### src/rtl/wavepool_instr_feeder.sv
// wavepool_instr_feeder: per-wavefront dword FIFOs feeding decode with half-request priority and round-robin issue.
// Optional issued-dword counter enabled by defining WAVEPOOL_FEEDER_PERF_EN.
module wavepool_instr_feeder #(
  parameter int NUM_WF = 8,
  parameter int DEPTH  = 4
) (
  input  logic              clk,
  input  logic              rst,
  input  logic              fetch_valid,
  input  logic [5:0]        fetch_wfid,
  input  logic [31:0]       fetch_instr,
  input  logic [31:0]       fetch_pc,
  input  logic              wf_init_en,
  input  logic [5:0]        wf_init_wfid,
  input  logic [8:0]        wf_init_sgpr_base,
  input  logic [9:0]        wf_init_vgpr_base,
  input  logic [15:0]       wf_init_lds_base,
  input  logic              issue_wf_done_en,
  input  logic [5:0]        issue_wf_done_wfid,
  input  logic              wave_ins_half_rqd,
  input  logic [5:0]        wave_ins_half_wfid,
  input  logic              issue_recover_en,
  input  logic [5:0]        issue_recover_wfid,
  output logic              wave_instr_valid,
  output logic [31:0]       wave_instr,
  output logic [31:0]       wave_instr_pc,
  output logic [5:0]        wave_wfid,
  output logic [8:0]        wave_sgpr_base,
  output logic [9:0]        wave_vgpr_base,
  output logic [15:0]       wave_lds_base,
  output logic [NUM_WF-1:0] wf_buf_full,
  output logic              overflow_err,
  output logic [31:0]       issued_cnt
);
  localparam int WW = $clog2(NUM_WF);
  localparam int PW = $clog2(DEPTH);
  localparam int CW = PW + 1;

  logic [63:0] mem_q [NUM_WF][DEPTH];
  logic [PW-1:0] head_q [NUM_WF], head_d [NUM_WF], tail_q [NUM_WF], tail_d [NUM_WF];
  logic [CW-1:0] cnt_q [NUM_WF], cnt_d [NUM_WF];
  logic [8:0] sgpr_q [NUM_WF], sgpr_d [NUM_WF];
  logic [9:0] vgpr_q [NUM_WF], vgpr_d [NUM_WF];
  logic [15:0] lds_q [NUM_WF], lds_d [NUM_WF];
  logic [NUM_WF-1:0] blocked_q, blocked_d, half_q, half_d;
  logic [WW-1:0] last_q, last_d;
  logic ovf_q, ovf_d;
  logic [NUM_WF-1:0] fetch_hit, init_hit, done_hit, half_hit, rec_hit, push, pop, elig_n, elig_h;
  logic grant, grant_half, found_h, found_n;
  logic [WW-1:0] sel_h, sel_n, gsel;
  logic valid_q;
  logic [31:0] instr_q, pc_q;
  logic [5:0] wfid_q;
  logic [8:0] sgo_q;
  logic [9:0] vgo_q;
  logic [15:0] ldo_q;

  // Out-of-range wfids never match any slot, so they are ignored everywhere.
  always_comb begin
    for (int w = 0; w < NUM_WF; w++) begin
      fetch_hit[w]   = fetch_valid && fetch_wfid == 6'(w);
      init_hit[w]    = wf_init_en && wf_init_wfid == 6'(w);
      done_hit[w]    = issue_wf_done_en && issue_wf_done_wfid == 6'(w);
      half_hit[w]    = wave_ins_half_rqd && wave_ins_half_wfid == 6'(w);
      rec_hit[w]     = issue_recover_en && issue_recover_wfid == 6'(w);
      wf_buf_full[w] = cnt_q[w] == CW'(DEPTH);
      elig_n[w]      = cnt_q[w] != '0 && !blocked_q[w] && !rec_hit[w];
      elig_h[w]      = cnt_q[w] != '0 && half_q[w] && !rec_hit[w];
    end
  end

  // Descending scans leave the highest-priority candidate as the final assignment.
  always_comb begin
    found_h = 1'b0;
    sel_h   = '0;
    found_n = 1'b0;
    sel_n   = '0;
    for (int w = NUM_WF - 1; w >= 0; w--) begin
      if (elig_h[w]) begin
        found_h = 1'b1;
        sel_h   = WW'(w);
      end
    end
    for (int i = NUM_WF; i >= 1; i--) begin
      if (elig_n[WW'((int'(last_q) + i) % NUM_WF)]) begin
        found_n = 1'b1;
        sel_n   = WW'((int'(last_q) + i) % NUM_WF);
      end
    end
    grant      = found_h || found_n;
    grant_half = found_h;
    gsel       = found_h ? sel_h : sel_n;
  end

  always_comb begin
    for (int w = 0; w < NUM_WF; w++) begin
      push[w]      = fetch_hit[w] && !wf_buf_full[w] && !rec_hit[w];
      pop[w]       = grant && gsel == WW'(w);
      head_d[w]    = rec_hit[w] ? '0 : head_q[w] + PW'(pop[w]);
      tail_d[w]    = rec_hit[w] ? '0 : tail_q[w] + PW'(push[w]);
      cnt_d[w]     = rec_hit[w] ? '0 : cnt_q[w] + CW'(push[w]) - CW'(pop[w]);
      blocked_d[w] = rec_hit[w] || done_hit[w] ? 1'b0 : pop[w] && !grant_half ? 1'b1 : blocked_q[w];
      half_d[w]    = rec_hit[w] ? 1'b0 : half_hit[w] ? 1'b1 : pop[w] && grant_half ? 1'b0 : half_q[w];
      sgpr_d[w]    = init_hit[w] ? wf_init_sgpr_base : sgpr_q[w];
      vgpr_d[w]    = init_hit[w] ? wf_init_vgpr_base : vgpr_q[w];
      lds_d[w]     = init_hit[w] ? wf_init_lds_base : lds_q[w];
    end
    last_d = grant && !grant_half ? gsel : last_q;
    ovf_d  = ovf_q || |(fetch_hit & wf_buf_full);
  end

  always_ff @(posedge clk) begin
    for (int w = 0; w < NUM_WF; w++)
      if (push[w]) mem_q[w][tail_q[w]] <= {fetch_instr, fetch_pc};
  end

  always_ff @(posedge clk or negedge rst) begin
    if (!rst) begin
      head_q    <= '{default: '0};
      tail_q    <= '{default: '0};
      cnt_q     <= '{default: '0};
      sgpr_q    <= '{default: '0};
      vgpr_q    <= '{default: '0};
      lds_q     <= '{default: '0};
      blocked_q <= '0;
      half_q    <= '0;
      last_q    <= WW'(NUM_WF - 1);
      ovf_q     <= 1'b0;
      valid_q   <= 1'b0;
      instr_q   <= '0;
      pc_q      <= '0;
      wfid_q    <= '0;
      sgo_q     <= '0;
      vgo_q     <= '0;
      ldo_q     <= '0;
    end else begin
      head_q    <= head_d;
      tail_q    <= tail_d;
      cnt_q     <= cnt_d;
      sgpr_q    <= sgpr_d;
      vgpr_q    <= vgpr_d;
      lds_q     <= lds_d;
      blocked_q <= blocked_d;
      half_q    <= half_d;
      last_q    <= last_d;
      ovf_q     <= ovf_d;
      valid_q   <= grant;
      if (grant) begin
        instr_q <= mem_q[gsel][head_q[gsel]][63:32];
        pc_q    <= mem_q[gsel][head_q[gsel]][31:0];
        wfid_q  <= 6'(gsel);
        sgo_q   <= sgpr_q[gsel];
        vgo_q   <= vgpr_q[gsel];
        ldo_q   <= lds_q[gsel];
      end
    end
  end

`ifdef WAVEPOOL_FEEDER_PERF_EN
  logic [31:0] issued_q;
  always_ff @(posedge clk or negedge rst) begin
    if (!rst) issued_q <= '0;
    else issued_q <= issued_q + 32'(valid_q);
  end
  assign issued_cnt = issued_q;
`else
  assign issued_cnt = '0;
`endif

  assign wave_instr_valid = valid_q;
  assign wave_instr       = instr_q;
  assign wave_instr_pc    = pc_q;
  assign wave_wfid        = wfid_q;
  assign wave_sgpr_base   = sgo_q;
  assign wave_vgpr_base   = vgo_q;
  assign wave_lds_base    = ldo_q;
  assign overflow_err     = ovf_q;
endmodule

### config.mk
export PLATFORM = sky130hd
export DESIGN_NAME = wavepool_instr_feeder
export DESIGN_NICKNAME = d
export VERILOG_FILES = /design/src/rtl/wavepool_instr_feeder.sv
export SDC_FILE = /design/constraint.sdc
export NUM_CORES = 2
export LEC_CHECK = 0
export CAP_MARGIN = 20
export CORE_UTILIZATION = 50
export DETAILED_ROUTE_END_ITERATION = 12
export DONT_BUFFER_PORTS = 1
export PLACE_DENSITY_LB_ADDON = 0.05
export SYNTH_ARGS = -nofsm -noshare
export SYNTH_HDL_FRONTEND = slang
export SYNTH_SLANG_ARGS = --single-unit
### constraint.sdc
create_clock -name clk -period 8.4 [get_ports clk]
set_input_delay 1.68 -clock clk [delete_from_list [all_inputs] [get_ports clk]]
set_output_delay 1.68 -clock clk [all_outputs]
set_load 0.05 [all_outputs]
=== After elaboration in Yosys (flattened, before gate mapping) ===
Memories as Yosys holds them, arrays and structs flattened.
Index checks and enable logic that the tools add are counted.
W data, S select, Z words.

* Register bits: 459
* Memory bits (writable): 2048
* Input bits: 136
* Output and inout bits: 147
* Memories kept: 1

* Add/sub/neg operators: 40
* Magnitude comparators: 26
* Equal/unequal tests: 50
* Multiplexer cells: 189
* Bitwise operators: 11
* Reduce and logical (&&, ||, !) cells: 194

{| class="wikitable"
|+ Memories
! memory !! depth !! bits a word !! read ports !! clocked after Yosys merged registers in !! wr ports !! RTL line !! source
|-
| mem_q || 8 || 256 || 1 || 0 || 1 || 39 || <nowiki>logic [63:0] mem_q [NUM_WF][DEPTH];</nowiki>
|}

{| class="wikitable"
|+ Operator list
! cell !! count
|-
| $mux W256 || 22
|-
| $reduce_or A256 Y1 || 7
|-
| $demux W64 S2 || 8
|-
| $mux W64 || 10
|-
| $bmux W64 S2 || 1
|-
| $logic_and A1 B1 Y1 || 121
|-
| $eq A6 B3 Y1 const B || 20
|-
| $mux W3 || 32
|-
| $mux W1 || 80
|-
| $eq A6 B2 Y1 const B || 10
|-
| $bmux W16 S3 || 1
|-
| $reduce_bool A3 Y1 || 16
|-
| $lt A3 B5 Y1 const B || 8
|-
| $eq A3 B3 Y1 const B || 12
|-
| $mux W2 || 18
|-
| $add A2 B1 Y2 || 16
|-
| $mux W16 || 2
|-
| $bmux W10 S3 || 1
|-
| $eq A6 B1 Y1 const B || 5
|-
| $logic_not A6 Y1 || 5
|-
| $bmux W9 S3 || 1
|-
| $ge A3 B3 Y1 const B || 9
|-
| $not A2 Y3 || 9
|-
| $logic_not A1 Y1 || 25
|-
| other kinds (19) || 71
|}

=== Logic depth before layout (Yosys ltp) ===
* Depth after elaboration: 24
* Gate-level depth with buffers: 25

=== Worst setup path after synthesis ===
No wires, ideal clock.

* Path kind: input-to-reg
* From: input port issue_recover_en
* To: memory mem_q[7][100] (netlist bit), enable pin
* Arrival time: 7.794 ns
* Slack: 0.027 ns
* Stages on the path: 7
* Buffers on the path: 3
* Cells stage by stage: and3b_1 > buf_2 > clkbuf_1 > and2_1 > clkbuf_1 > or4_1 > nor3b_1

* Cells in the longest elaborated chain, start to end: 13
* Elaborated cells between the ends (all ways): 61
* Classes of those cells: 30 x mux; 31 x reduce/logical

{| class="wikitable"
|+ RTL lines
! element !! RTL line !! source
|-
| start: declaration || 22 || <nowiki>input logic issue_recover_en,</nowiki>
|-
| $logic_and A1 B1 Y1 || 65 || <nowiki>rec_hit[w] = issue_recover_en && issue_recover_wfid == 6'(w);</nowiki>
|-
| $logic_not A1 Y1 || 97 || <nowiki>push[w] = fetch_hit[w] && !wf_buf_full[w] && !rec_hit[w];</nowiki>
|-
| $logic_and A1 B1 Y1 || 97 ||
|-
| $mux W1 || 114 || <nowiki>if (push[w]) mem_q[w][tail_q[w]] <= {fetch_instr, fetch_pc};</nowiki>
|-
| $mux W256 (implied by the code) || 114 ||
|-
| $reduce_or A256 Y1 (no line) || - ||
|-
| $mux W3 (no line) or $mux W256 (tied branches) (7 in a row) || - ||
|-
| end: declaration || 39 ||
|}

Parallel ways exist; a longest one is shown, timed or not.

=== Worst setup path in the final report ===
* From: register last_q[0]
* To: register instr_q[26] (netlist: wave_instr[26])

* Cells in the longest elaborated chain, start to end: 21
* Elaborated cells between the ends (all ways): 59
* Classes of those cells: 8 x add/sub; 47 x mux; 2 x bitwise; 1 x reduce/logical; 1 x memory

{| class="wikitable"
|+ RTL lines
! element !! RTL line !! source
|-
| start: declaration || 46 || <nowiki>logic [WW-1:0] last_q, last_d;</nowiki>
|-
| start signal: assignment || 127 || <nowiki>last_q <= WW'(NUM_WF - 1);</nowiki>
|-
| start signal: assignment || 145 || <nowiki>last_q <= last_d;</nowiki>
|-
| $add A3 B1 Y3 || 85, 87 ||
|-
| $bmux W1 S3 || 85 || <nowiki>if (elig_n[WW'((int'(last_q) + i) % NUM_WF)]) begin</nowiki>
|-
| $mux W1 (implied by the code) (2 in a row) || 85 ||
|-
| $mux W3 (8 in a row) || 85 ||
|-
| $mux W3 || 92 || <nowiki>gsel = found_h ? sel_h : sel_n;</nowiki>
|-
| $not A3 Y4 (implied by the code) || 149 || <nowiki>instr_q <= mem_q[gsel][head_q[gsel]][63:32];</nowiki>
|-
| $bmux W2 S3 || 149 ||
|-
| $mux W2 (implied by the code) (2 in a row) || 149 ||
|-
| $not A2 Y3 (implied by the code) || 149 ||
|-
| $bmux W64 S2 || 149 ||
|-
| $mux W64 (2 in a row) || - ||
|-
| end signal: assignment || 149 ||
|-
| end: declaration || 52 || <nowiki>logic [31:0] instr_q, pc_q;</nowiki>
|}

Parallel ways exist; a longest one is shown, timed or not. The select of a mux whose other input is x is not followed.
A chain may end at the register's enable or synchronous reset.

==> qor.csv <==
metric;value;unit
core area;205000;um2
CP delay by family, top;simple AND/OR/NAND/NOR gates;
dominant cell type by area after synthesis;edfxtp_1;
Pre-Repair DR Iteration Count;9;
Mapped Area;103000;um2
first-iteration detailed-routing DRC count;6668;
Resized Gates After CTS;0;
max-cap check violation count;0;
DRT antenna net count;0;
largest net degree at the start of global routing;460;
endpoint class of the critical path;flip-flop;
vias in the first global route;63317;
Hold Fails Final Rpt;0;
post-CTS setup buffer count;0;
data arrival time of the critical path;7.81;ns
slew margin rel.;20.5;%
Slew Viols, Final;0;
Crit path buffers/inverters;4;
ys async rst share;18.3;%
Post-synth EDFFs;2048;
yosys warns;0;
detailed-route via count;65565;
final worst path period need;6.98;ns
Top Metal Used;met4;
flops & latches, synth;2507;
DR WL met3;23300;um
Max Freq;143;MHz
Worst setup SP type;flip-flop;
first-pass GRT wire length;439000;um
most frequent cells in the layout;2048 x edfxtp_1, 1701 x nand2_1, 598 x nand3_1, 456 x dfrtp_1, 315 x mux2_2;
WP data required;9.23;ns
Initial Utilization;50.4;%
Die X;456;um
Slowest-stage cell, CP;dfstp_2;
Hold Path Class;flip-flop to flip-flop;
RSZ-0062 raised after global routing;no;
period utilisation layout;83.1;%
global route overflow;0;
layout net count;7753;
Max Buffers Root-to-Sink;4;
Total GRT Usage;28.4;%
Die Footprint;208000;um2
Root Buffer;clkbuf_16;
antenna violations before repair;2;
critical path launch point;last_q[0]$_DFFE_PN1P_;
Hold Startpoint;vgpr_q[35]$_DFFE_PN0P_;
Sink Count;2507;
worst-margin pin slew;1.19;ns
Seq/Total Area, Yosys;70.7;%
most common cell after layout, fill and taps aside;edfxtp_1;
WL per Instance;28.6;um
ranking of synthesized cells by area;edfxtp_1 60%, dfrtp_1 11%, nand2_1 6.2%, mux2_2 3.4%, nand3_1 2.9%;
r2r startpoint;last_q[0]$_DFFE_PN1P_;
critical path, cell by cell;inv_1, ha_1, inv_1, mux4_2, a2111oi_0, a211oi_1, o21ai_2, and2_4, a2111oi_0, nor4_4, and2_2, buf_12, buf_12, o21ai_0, nand4b_1;
clock slew at reported path FFs;0.06;ns
Distinct cells, synth;88;
Clock Latency Late Sink;0.92;ns
P&R area growth vs syn;11.3;%
met2 wire length;140000;um
share of the synthesized area in the top cell type;59.6;%
syn_area_per_cell;13.4;um2
Die Y;456;um
DRC violations left;0;
final setup TNS;0;ns
CP peak stage delay;0.80;ns
clock buffer count from CTS;282;
dpl hpwl;150000;um
Post-CTS Hold Buffers;0;
post-synthesis instance total;7685;
Port Buffers;0;
CP Class;flip-flop to flip-flop;
vias per cell;6.27;
row count;166;
# setup viols final;0;
H-tree depth;5;
CTS tree;done;
met1 wire length;129000;um
Routed WL;299000;um
critical path fanouts, max;21;
I/O pin count;283;
gpl congestion;0.892;
Synth Flop Type;edfxtp_1;
Worst Skew;0.0381;ns
status;complete, no violations;
layout cells sized above 1;12.2;%
synthesized netlist by cell type, types with 11 or more instances:
library cell	instances
mux2_2	315
ha_1	34
nand3_1	599
a21o_1	20
inv_1	38
dfrtp_1	456
xnor2_1	26
buf_1	55
a211o_1	55
o211ai_1	51
nor3b_1	18
a31oi_1	81
buf_4	53
a311oi_1	88
mux2i_1	216
a222oi_1	48
nand4b_1	46
and4_1	46
nand4_1	54
a21oi_1	241
o21ai_0	196
a221o_1	25
nand2_1	1707
nor2_1	80
buf_2	133
a221oi_1	89
mux4_2	17
nor2b_1	19
nor3_1	43
and3_1	158
edfxtp_1	2048
clkbuf_1	336
o22ai_1	11
and2_1	23
a32oi_1	37
a211oi_1	84
per-layer routing:
metal	up-vias	global-route usage [%]
met5	-	0
li1	28543	-
met3	453	4.99
met2	2628	44.9
met4	0	7.62
met1	33941	40.5
path summary, 6_finish.rpt:
kind,end,slack [ns],cells after the start
min reg2reg,vgpr_q[35]$_DFFE_PN0P_,0.50,1
min,vgpr_q[35]$_DFFE_PN0P_,0.50,1
min in group asynchronous,cnt_q[5]$_DFF_PN0_,0.74,1
max in group asynchronous,sgpr_q[33]$_DFFE_PN0P_,5.21,3
max,wave_instr[26]$_DFFE_PN0P_,1.42,15
max reg2reg,wave_instr[26]$_DFFE_PN0P_,1.42,15
cell type report:
cell class	instances	area (um2)
Multi-Input combinational cell	4594	28000
Antenna cell	4	10.0
Clock inverter	104	917
Timing Repair Buffer	152	1790
Fill cell	16450	89900
Tap cell	2688	3360
Sequential cell	2507	73000
Inverter	38	143
Clock buffer	378	7660
sequential cells by signal, indices dropped and copies added, names as in the netlist:
name              count
cnt_q                24
vgpr_q               80
wave_instr_valid      1
lds_q               128
sgpr_q               72
tail_q               16
mem_q              2048
wave_lds_base        16
wave_instr_pc        32
wave_vgpr_base       10
wave_sgpr_base        9
head_q               16
overflow_err          1
wave_wfid             3
blocked_q             8
wave_instr           32
half_q                8
last_q                3
per-stage QoR:
| step | utilization [%] | area (um2) | setup slack, ns | hold WS, ns | std cells |
|---|---|---|---|---|---|
| 4_1_cts | 56.1 | 115000 | 1.58 | 0.390 | 10458 |
| 3_3_place_gp | 51.9 | 106000 | 1.13 | 0.486 | 9975 |
| 5_1_grt | 56.1 | 115000 | 1.16 | 0.509 | 10463 |
| 3_5_place_dp | 51.9 | 106000 | 0.955 | 0.492 | 9976 |
| 6_report | 56.1 | 115000 | 1.42 | 0.503 | 10465 |
| 2_1_floorplan | - | 103000 | 0.0275 | 0.478 | 7719 |
worst register-to-register path: stages, from the launching register on:
cell and delay [ns]:
dfstp_2 0.80, inv_1 0.47, ha_1 0.78, inv_1 0.37, mux4_2 0.60, a2111oi_0 0.72
a211oi_1 0.14, o21ai_2 0.23, and2_4 0.48, a2111oi_0 0.21, nor4_4 0.62, and2_2 0.80
buf_12 0.26, buf_12 0.17, o21ai_0 0.13, nand4b_1 0.11
cells by family (layout without fill, tap and decap cells):
family / after synthesis / after routing / synth area share (%)
other: 1 / 39 / 0.00363
AO/OA/AOI/OAI: 1100 / 1100 / 7.48
adder cells (fa/ha/maj): 42 / 42 / 0.567
multiplexers: 548 / 548 / 5.90
XOR/XNOR: 35 / 35 / 0.297
AND/OR/NAND/NOR: 2834 / 2834 / 12.4
flip-flops: 2507 / 2507 / 70.7
buffers and inverters: 618 / 672 / 2.62
Power is left out: the tool's default activity adds up to more than one toggle a clock period on the data nets, which glitch-free logic cannot reach.
